$ cat src/rtl/id_stage_pipe_if.sv
// Handshake and operand bus of the decode stage.
// The slave side is the decode stage itself; the master side is the
// surrounding pipeline (IF/ID register upstream, EX stage downstream).
interface id_stage_pipe_if #(
  parameter int XLEN = 32,
  parameter int AW   = 5
);
  // IF/ID side
  logic            in_valid;
  logic            in_ready;
  logic [31:0]     inst;
  logic [XLEN-1:0] pc;
  logic [2:0]      sext_op;
  logic            flush;

  // ID/EX side
  logic            out_valid;
  logic            out_ready;
  logic [XLEN-1:0] out_rd1;
  logic [XLEN-1:0] out_rd2;
  logic [XLEN-1:0] out_ext;
  logic [XLEN-1:0] out_pc;
  logic [AW-1:0]   out_rd;

  modport master (
    output in_valid, inst, pc, sext_op, flush, out_ready,
    input  in_ready, out_valid, out_rd1, out_rd2, out_ext, out_pc, out_rd
  );

  modport slave (
    input  in_valid, inst, pc, sext_op, flush, out_ready,
    output in_ready, out_valid, out_rd1, out_rd2, out_ext, out_pc, out_rd
  );
endinterface

$ cat src/rtl/id_stage_pipe.sv
// Pipelined instruction-decode stage: register file with write-back
// bypass, immediate generation, load-use hazard detection and an ID/EX
// register behind a valid/ready handshake with flush.
module id_stage_pipe #(
  parameter int  XLEN    = 32,
  parameter int  NREG    = 32,
  parameter int  DBG_REG = 19,
  localparam int AW      = $clog2(NREG)
) (
  input  logic                 clk,
  input  logic                 rst_n,
  id_stage_pipe_if.slave       bus,
  input  logic                 wb_we,
  input  logic [1:0]           wb_sel,
  input  logic [AW-1:0]        wb_rd,
  input  logic [XLEN-1:0]      wb_alu_c,
  input  logic [XLEN-1:0]      wb_pc4,
  input  logic [XLEN-1:0]      wb_dram_rd,
  output logic [XLEN-1:0]      wb_wd,
  input  logic                 ex_is_load,
  input  logic [AW-1:0]        ex_rd,
  output logic [XLEN-1:0]      dbg_rdata
);

  typedef enum logic [1:0] {
    WB_ALU  = 2'd0,
    WB_PC4  = 2'd1,
    WB_DRAM = 2'd2,
    WB_ZERO = 2'd3
  } wb_sel_e;

  localparam logic [AW-1:0] DBG_IDX = AW'(DBG_REG);

  logic [XLEN-1:0] regs [NREG];

  logic [AW-1:0]   rs1, rs2, rd;
  logic            wb_commit;
  logic [XLEN-1:0] rd1_val, rd2_val;
  logic [31:0]     imm32;
  logic [XLEN-1:0] ext_val;
  logic            hazard;
  logic            accept;

  logic            valid_q;
  logic [XLEN-1:0] rd1_q, rd2_q, ext_q, pc_q;
  logic [AW-1:0]   rd_q;

  // Opcode bits (and rs/rd bits above AW when NREG < 32) are not decoded here.
  logic unused_inst_bits;
  assign unused_inst_bits = ^bus.inst;

  assign rs1 = bus.inst[15 +: AW];
  assign rs2 = bus.inst[20 +: AW];
  assign rd  = bus.inst[7  +: AW];

  assign wb_commit = wb_we && (wb_rd != '0);

  // Write-back data select.
  // NOTE: every signal driven in always_comb gets a default before the case,
  // so no path leaves it unassigned and no latch is inferred.
  always_comb begin
    wb_wd = '0;
    unique case (wb_sel_e'(wb_sel))
      WB_ALU:  wb_wd = wb_alu_c;
      WB_PC4:  wb_wd = wb_pc4;
      WB_DRAM: wb_wd = wb_dram_rd;
      WB_ZERO: wb_wd = '0;
      default: wb_wd = '0;
    endcase
  end

  // Register file: one write port, x0 never written so it always reads 0.
  // NOTE: the array is reset because the architectural state must read as
  // zero after reset (including the debug mirror); this forces flops rather
  // than a RAM macro, which is acceptable at NREG <= 32.
  // NOTE: sequential state uses non-blocking assignments so every flop
  // samples pre-edge values regardless of statement order.
  always_ff @(posedge clk or negedge rst_n) begin
    if (!rst_n) begin
      for (int i = 0; i < NREG; i++) regs[i] <= '0;
    end else if (wb_commit) begin
      regs[wb_rd] <= wb_wd;
    end
  end

  // Operand read with same-cycle write-back bypass; x0 reads as zero.
  always_comb begin
    rd1_val = '0;
    rd2_val = '0;
    if (rs1 != '0) rd1_val = (wb_commit && wb_rd == rs1) ? wb_wd : regs[rs1];
    if (rs2 != '0) rd2_val = (wb_commit && wb_rd == rs2) ? wb_wd : regs[rs2];
  end

  // Immediate generation: build a 32-bit immediate, then sign-extend bit 31.
  // The zero-extended shamt-style format (5) keeps bit 31 clear, so the same
  // signed widening yields a zero extension for it.
  always_comb begin
    imm32 = '0;
    unique case (bus.sext_op)
      3'd0: imm32 = {{20{bus.inst[31]}}, bus.inst[31:20]};
      3'd1: imm32 = {{20{bus.inst[31]}}, bus.inst[31:25], bus.inst[11:7]};
      3'd2: imm32 = {{19{bus.inst[31]}}, bus.inst[31], bus.inst[7],
                     bus.inst[30:25], bus.inst[11:8], 1'b0};
      3'd3: imm32 = {bus.inst[31:12], 12'b0};
      3'd4: imm32 = {{11{bus.inst[31]}}, bus.inst[31], bus.inst[19:12],
                     bus.inst[20], bus.inst[30:21], 1'b0};
      3'd5: imm32 = {27'b0, bus.inst[24:20]};
      default: imm32 = '0;
    endcase
    ext_val = XLEN'($signed(imm32));
  end

  // Load-use hazard: both source fields are always checked, whatever the format.
  assign hazard = ex_is_load && (ex_rd != '0) && ((ex_rd == rs1) || (ex_rd == rs2));

  assign bus.in_ready = !bus.flush && !hazard && (!valid_q || bus.out_ready);
  assign accept       = bus.in_valid && bus.in_ready;

  // ID/EX register: flush beats accept beats drain; data holds on flush.
  always_ff @(posedge clk or negedge rst_n) begin
    if (!rst_n) begin
      valid_q <= 1'b0;
      rd1_q   <= '0;
      rd2_q   <= '0;
      ext_q   <= '0;
      pc_q    <= '0;
      rd_q    <= '0;
    end else if (bus.flush) begin
      valid_q <= 1'b0;
    end else if (accept) begin
      valid_q <= 1'b1;
      rd1_q   <= rd1_val;
      rd2_q   <= rd2_val;
      ext_q   <= ext_val;
      pc_q    <= bus.pc;
      rd_q    <= rd;
    end else if (bus.out_ready && valid_q) begin
      valid_q <= 1'b0;
    end
  end

  assign bus.out_valid = valid_q;
  assign bus.out_rd1   = rd1_q;
  assign bus.out_rd2   = rd2_q;
  assign bus.out_ext   = ext_q;
  assign bus.out_pc    = pc_q;
  assign bus.out_rd    = rd_q;

  // Debug mirror reads the array directly (no bypass).
  assign dbg_rdata = regs[DBG_IDX];

endmodule

$ cat src/flat_wrapper.sv
// flat-port wrapper written by rule: the top's interface ports become plain ports
module id_stage_pipe_flat 
#(
  parameter int  XLEN    = 32,
  parameter int  NREG    = 32,
  parameter int  DBG_REG = 19,
  localparam int AW      = $clog2(NREG)
)
  (clk, rst_n, wb_we, wb_sel, wb_rd, wb_alu_c, wb_pc4, wb_dram_rd, wb_wd, ex_is_load, ex_rd, dbg_rdata, bus_in_valid, bus_inst, bus_pc, bus_sext_op, bus_flush, bus_out_ready, bus_in_ready, bus_out_valid, bus_out_rd1, bus_out_rd2, bus_out_ext, bus_out_pc, bus_out_rd);
  id_stage_pipe_if #(.XLEN(XLEN), .AW((5))) bus_i ();
  input  logic clk;
  input  logic rst_n;
  input  logic wb_we;
  input  logic [1:0] wb_sel;
  input  logic [AW-1:0] wb_rd;
  input  logic [XLEN-1:0] wb_alu_c;
  input  logic [XLEN-1:0] wb_pc4;
  input  logic [XLEN-1:0] wb_dram_rd;
  output logic [XLEN-1:0] wb_wd;
  input  logic ex_is_load;
  input  logic [AW-1:0] ex_rd;
  output logic [XLEN-1:0] dbg_rdata;
  input wire logic [$bits(bus_i.in_valid)-1:0] bus_in_valid;
  input wire logic [$bits(bus_i.inst)-1:0] bus_inst;
  input wire logic [$bits(bus_i.pc)-1:0] bus_pc;
  input wire logic [$bits(bus_i.sext_op)-1:0] bus_sext_op;
  input wire logic [$bits(bus_i.flush)-1:0] bus_flush;
  input wire logic [$bits(bus_i.out_ready)-1:0] bus_out_ready;
  output wire logic [$bits(bus_i.in_ready)-1:0] bus_in_ready;
  output wire logic [$bits(bus_i.out_valid)-1:0] bus_out_valid;
  output wire logic [$bits(bus_i.out_rd1)-1:0] bus_out_rd1;
  output wire logic [$bits(bus_i.out_rd2)-1:0] bus_out_rd2;
  output wire logic [$bits(bus_i.out_ext)-1:0] bus_out_ext;
  output wire logic [$bits(bus_i.out_pc)-1:0] bus_out_pc;
  output wire logic [$bits(bus_i.out_rd)-1:0] bus_out_rd;
  assign bus_i.in_valid = bus_in_valid;
  assign bus_i.inst = bus_inst;
  assign bus_i.pc = bus_pc;
  assign bus_i.sext_op = bus_sext_op;
  assign bus_i.flush = bus_flush;
  assign bus_i.out_ready = bus_out_ready;
  assign bus_in_ready = bus_i.in_ready;
  assign bus_out_valid = bus_i.out_valid;
  assign bus_out_rd1 = bus_i.out_rd1;
  assign bus_out_rd2 = bus_i.out_rd2;
  assign bus_out_ext = bus_i.out_ext;
  assign bus_out_pc = bus_i.out_pc;
  assign bus_out_rd = bus_i.out_rd;
  id_stage_pipe #(.XLEN(XLEN), .NREG(NREG), .DBG_REG(DBG_REG)) u_core (.clk(clk), .rst_n(rst_n), .bus(bus_i), .wb_we(wb_we), .wb_sel(wb_sel), .wb_rd(wb_rd), .wb_alu_c(wb_alu_c), .wb_pc4(wb_pc4), .wb_dram_rd(wb_dram_rd), .wb_wd(wb_wd), .ex_is_load(ex_is_load), .ex_rd(ex_rd), .dbg_rdata(dbg_rdata));
endmodule
$ cat config.mk
export PLATFORM = sky130hd
export DESIGN_NAME = id_stage_pipe_flat
export DESIGN_NICKNAME = d
export VERILOG_FILES = /design/src/rtl/id_stage_pipe_if.sv /design/src/rtl/id_stage_pipe.sv /design/src/flat_wrapper.sv
export SDC_FILE = /design/constraint.sdc
export NUM_CORES = 2
export LEC_CHECK = 0
export CAP_MARGIN = 30
export CORE_MARGIN = 2
export CORE_UTILIZATION = 35
export CTS_BUF_LIST = sky130_fd_sc_hd__clkbuf_2 sky130_fd_sc_hd__clkbuf_4 sky130_fd_sc_hd__clkbuf_8
export DETAILED_ROUTE_END_ITERATION = 10
export HOLD_SLACK_MARGIN = 0.03
export PLACE_DENSITY_LB_ADDON = 0.1
export SYNTH_ARGS = -nofsm -noshare
export SYNTH_HDL_FRONTEND = slang
export SYNTH_SLANG_ARGS = --single-unit
$ cat constraint.sdc
create_clock -name clk -period 3.2 [get_ports clk]
set_clock_uncertainty 0.05 [all_clocks]
set_input_delay 0.8 -clock clk [delete_from_list [all_inputs] [get_ports clk]]
set_output_delay 0.8 -clock clk [all_outputs]
set_load 0.02 [all_outputs]
**Yosys cells after proc, flatten, opt, wreduce, memory -nomap -nowiden**

Cells that the tools add are included.

- Logic and storage cells: 99
- Input bits: 182
- Output and inout port bits: 199
- Flip-flop bits (word level): 1158

- Muxes and demuxes: 18
- Equal/unequal tests: 12
- Bitwise operators: 4
- Order comparisons: 4
- Reduce and logical (&&, ||, !) cells: 23

Operator list:

| cell | number |
|---|---|
| $bwmux W1024 | 1 |
| $bmux W32 S5 | 2 |
| $mux W32 | 9 |
| $pmux W32 S6 | 1 |
| $demux W32 S5 | 1 |
| $pmux W32 S4 | 1 |
| $eq A5 B5 Y1 | 4 |
| $reduce_bool A5 Y1 | 4 |
| $ge A6 B6 Y1 const B | 3 |
| $not A5 Y6 | 3 |
| $logic_and A1 B1 Y1 | 10 |
| $eq A3 B2 Y1 const B | 2 |
| $eq A3 B3 Y1 const B | 2 |
| $lt A6 B1 Y1 const B | 1 |
| $eq A2 B2 Y1 const B | 2 |
| $eq A3 B1 Y1 const B | 1 |
| $logic_not A1 Y1 | 3 |
| $logic_not A3 Y1 | 1 |
| $mux W1 | 3 |
| $reduce_bool A3 Y1 | 1 |
| $eq A2 B1 Y1 const B | 1 |
| $logic_not A2 Y1 | 1 |
| $logic_or A1 B1 Y1 | 2 |
| $reduce_and A2 Y1 | 1 |
| $not A1 Y1 | 1 |

**Longest topological paths before layout**

- Depth in word-level cells: 9
- Gate-level depth with buffers: 10
- Depth with buffers taken out: 6

**Least setup slack after synthesis**

OpenSTA, ideal clock, no wires.

- Path kind: input-to-output
- Start point: input port wb_sel[0]
- End point: output port wb_wd[1]
- Path slack: 48 ps
- Stages on the path: 7
- Path buffers: 3
- Arrival: 2302 ps
- Required time: 2350 ps
- Cell sequence: clkbuf_1 buf_2 mux2i_1 nor2_1 a21oi_1 clkbuf_1 inv_1

- Longest elaborated chain between the ends: 2
- Elaborated cells on any way between the ends: 5
- Those cells by class: eq/ne (3); mux (1); reduce/logical (1)

RTL lines:

| item | RTL line | text |
|---|---|---|
| from (decl) | flat_wrapper.sv:14 | `input logic [1:0] wb_sel;` |
| $eq A2 B2 Y1 (tied with other cells) | id_stage_pipe.sv:63 | `unique case (wb_sel_e'(wb_sel))` |
| $pmux W32 S4 * | id_stage_pipe.sv:63 |  |
| to (decl) | flat_wrapper.sv:19 | `output logic [XLEN-1:0] wb_wd;` |

Mark *: on every way between the ends. The rest lies on a longest branch, timed or not.

**Worst setup path in the final report**

- Start point: input port wb_alu_c[11]
- End point: output port wb_wd[11]

- Longest elaborated chain between the ends: 1

RTL lines:

| item | RTL line | text |
|---|---|---|
| from (decl) | flat_wrapper.sv:16 | `input logic [XLEN-1:0] wb_alu_c;` |
| $pmux W32 S4 | id_stage_pipe.sv:63 |  |

Every way passes these cells.

==> flow_summary.toml <==
[die]
die_y_microns = 414
fp.dieArea_sq_um = 171000
core-area_sq_um = 167000
die_w_microns = 414
start_util = 0.352
row_count = 150
io_pins = 381

[yosys]
yosys.cell_count.top_type = "dfrtp_1"
ys_top_cells_by_count = "dfrtp_1, nand2_1, o21ai_0"
ys_warn_count = 0
synthTopCellsByArea = "dfrtp_1, mux4_2, o21ai_0"
yosysSeqAreaShare = 0.492
syn_area_sq_um = 58900
synth_fp_nets = 5555
ys_seq_elements = 1158
synth.top_cell.area_share = 0.492
synth_top_area_cell = "dfrtp_1"
synth_ff_type = "dfrtp_1"
async_reset_ff_frac = 1.00
syn_inst = 5373
synth_edf_count = 0
syn_area_per_cell_sq_um = 11.0
synth_cell_type_count = 51

[sta]
worst_pin_slew_ns = 0.703
rsz0062_at_grt = "true"
setup_ws_ns = 0.00994
drv_slew = 0
max_slew_margin = 0.531
fmax_ghz = 0.313
post-route-period-util = 0.997
hold_viol = 0
fin_crit_ns = 3.19
setup_viol = 0
hold_slack_ns = 0.333

[setup_path]
arrival_ns = 2.34
startpoint_type = "primary input"
worstSetupPathType = "primary input to primary output"
endpoint_kind = "primary output"
reg2reg_depth = 7
crit_fanout = 2
cp.required_ns = 2.35

[global_route]
grt_max_degree = 111
grtUsageTotal = 0.276
grt_pass1_vias = 46300
antenna_found_initial = 7
grt_pass1_wl_microns = 345000
grt-ovfl-total = 0

[finish]
final_nets = 6003
multi_input_area_sq_um = 27600
drive_above_1_share = 0.254
fin_cells = 8195
layout.area.seq_sq_um = 29000
area_delta_synth_final_pct = 24.6
fillers = 15900

[clock_network]
h-tree-depth = 4
cts_tree = "yes"
clock-root-buffer = "clkbuf_8"
cts.sinks = 1158
clkSlewWorstSetupHoldPaths_ns = 0.06
cts_buffer_depth = 3
insertion_delay_ns = 0.99
cts_made_buffers = 210

[pwr]
powerDensity_nw_per_um2 = 624
p_leak_nw = 31.4
ir_drop_uv = 463

[drt]
first_iter_violations = 3796
drc_errors = 0
ant_nets = 0
routedWlPerCell_microns = 29.0
firstDrtPassIters = 8
post_drt_via_cell_ratio = 5.61
routed_wl_microns = 237000
num_vias = 46000

[place]
place.gp.congestion = 0.891
numPlacedInstances = 7809
dpl_worst_slack_ns = -0.397
dp_hpwl_microns = 162000
io_buffers = 373

[worst_hold_path]
min_path_type = "primary input to asynchronous set/reset pin"

[job]
cap_violations = 0

[status]
status = "finished clean"
[layer usage]
layer / up-vias / part of all wire / global-route usage
met1: 23900 / 0.44 / 0.380
met5: - / 0.000055 / 0
li1: 20400 / - / -
met2: 1355 / 0.48 / 0.452
met3: 341 / 0.049 / 0.0370
met4: 2 / 0.030 / 0.0846
[through the flow]
| stage | util | total power, mW | TNS, ns | area (sq um) |
|---|---|---|---|---|
| floorplan | - | 25.8 | 0 | 58900 |
| global placement | 0.411 | 30.5 | -16.78 | 68700 |
| detailed placement | 0.411 | 30.7 | -15.53 | 68700 |
| CTS | 0.439 | 46.1 | 0 | 73300 |
| global route | 0.439 | 48.0 | -0.00291 | 73300 |
| finish | 0.439 | 45.7 | 0 | 73300 |
[sequential cells by signal, indices dropped and copies added (netlist names)]
name,flops
u_core.bus.out_rd1,32
u_core.dbg_rdata,32
u_core.bus.out_pc,32
u_core.bus.out_ext,32
u_core.bus.out_rd2,32
u_core.regs,992
u_core.bus.out_rd,5
u_core.bus.out_valid,1
[timing repair]
action                                 4_1_cts  5_1_grt
hold buffers                                 1        0
endpoints found under the hold margin       37        0
pin swaps                                    1        0
setup endpoints to repair                   32        9
resized for setup                           42        9
setup buffers                                3        0
gates cloned                                 0        0
[cell usage in the layout (no fill, tap or decap), drive strengths merged, types with 6 or more instances in the layout]
cell type,count
clkdlybuf4s50,320
a221oi,31
buf,492
xnor2,17
nand3,6
a22o,30
clkinv,26
mux2,110
dlygate4sd2,29
o21ai,666
nor2,441
nand2,713
dfrtp,1158
inv,45
a211oi,57
o22ai,36
mux4,428
o221ai,31
a221o,31
mux2i,228
clkbuf,342
a22oi,98
a21oi,519
nor3,35
nor2b,14
a31oi,9
[kinds of logic (layout without fill, tap and decap cells)]
kind of cell / Yosys count / after routing / share of synthesized area
AO/OA/AOI/OAI: 1536 / 1536 / 0.151
XOR/XNOR: 21 / 21 / 0.00313
buffers and inverters: 650 / 1266 / 0.0473
flip-flops: 1158 / 1158 / 0.492
multiplexers: 766 / 766 / 0.224
other: 0 / 2 / 0
AND/OR/NAND/NOR: 1242 / 1242 / 0.0827
[critical path: stages]
cell	delay, ns
clkdlybuf4s50_1	0.44
mux2i_1	0.19
nor2_1	0.10
a21oi_4	0.29
inv_1	0.17
clkdlybuf4s15_1	0.34
[cell type report]
class / instances / share of cell area
flip-flops and latches: 1158 / 0.395
multi-input cells: 3565 / 0.376
repair buffers: 851 / 0.127
clock buffers: 341 / 0.0577
well taps: 2204 / 0.0376
clock inverters: 39 / 0.00449
inverters: 35 / 0.00179
diodes: 2 / 0.0000683
[where the power goes]
group | internal, mW | switching [mW] | leakage (nW)
Clock | 8.46 | 6.76 | 2.44
Sequential | 17.5 | 2.25 | 14.8
Combinational | 5.36 | 5.45 | 14.1
Total | 31.3 | 14.5 | 31.4
[worst paths after layout]
check,slack [ns],startpoint,end
max,0.01,wb_alu_c[11],wb_wd[11]
min,0.33,rst_n,u_core.regs[301]$_DFFE_PN0P_
max reg2reg,0.80,u_core.regs[16]$_DFFE_PN0P_,u_core.bus.out_rd2[16]$_DFFE_PN0P_
min reg2reg,0.34,u_core.regs[1012]$_DFFE_PN0P_,u_core.regs[1012]$_DFFE_PN0P_
max in group asynchronous,1.70,rst_n,u_core.bus.out_pc[18]$_DFFE_PN0P_
min in group clk,0.34,u_core.regs[1012]$_DFFE_PN0P_,u_core.regs[1012]$_DFFE_PN0P_
Power figures use the tool's default switching activity.
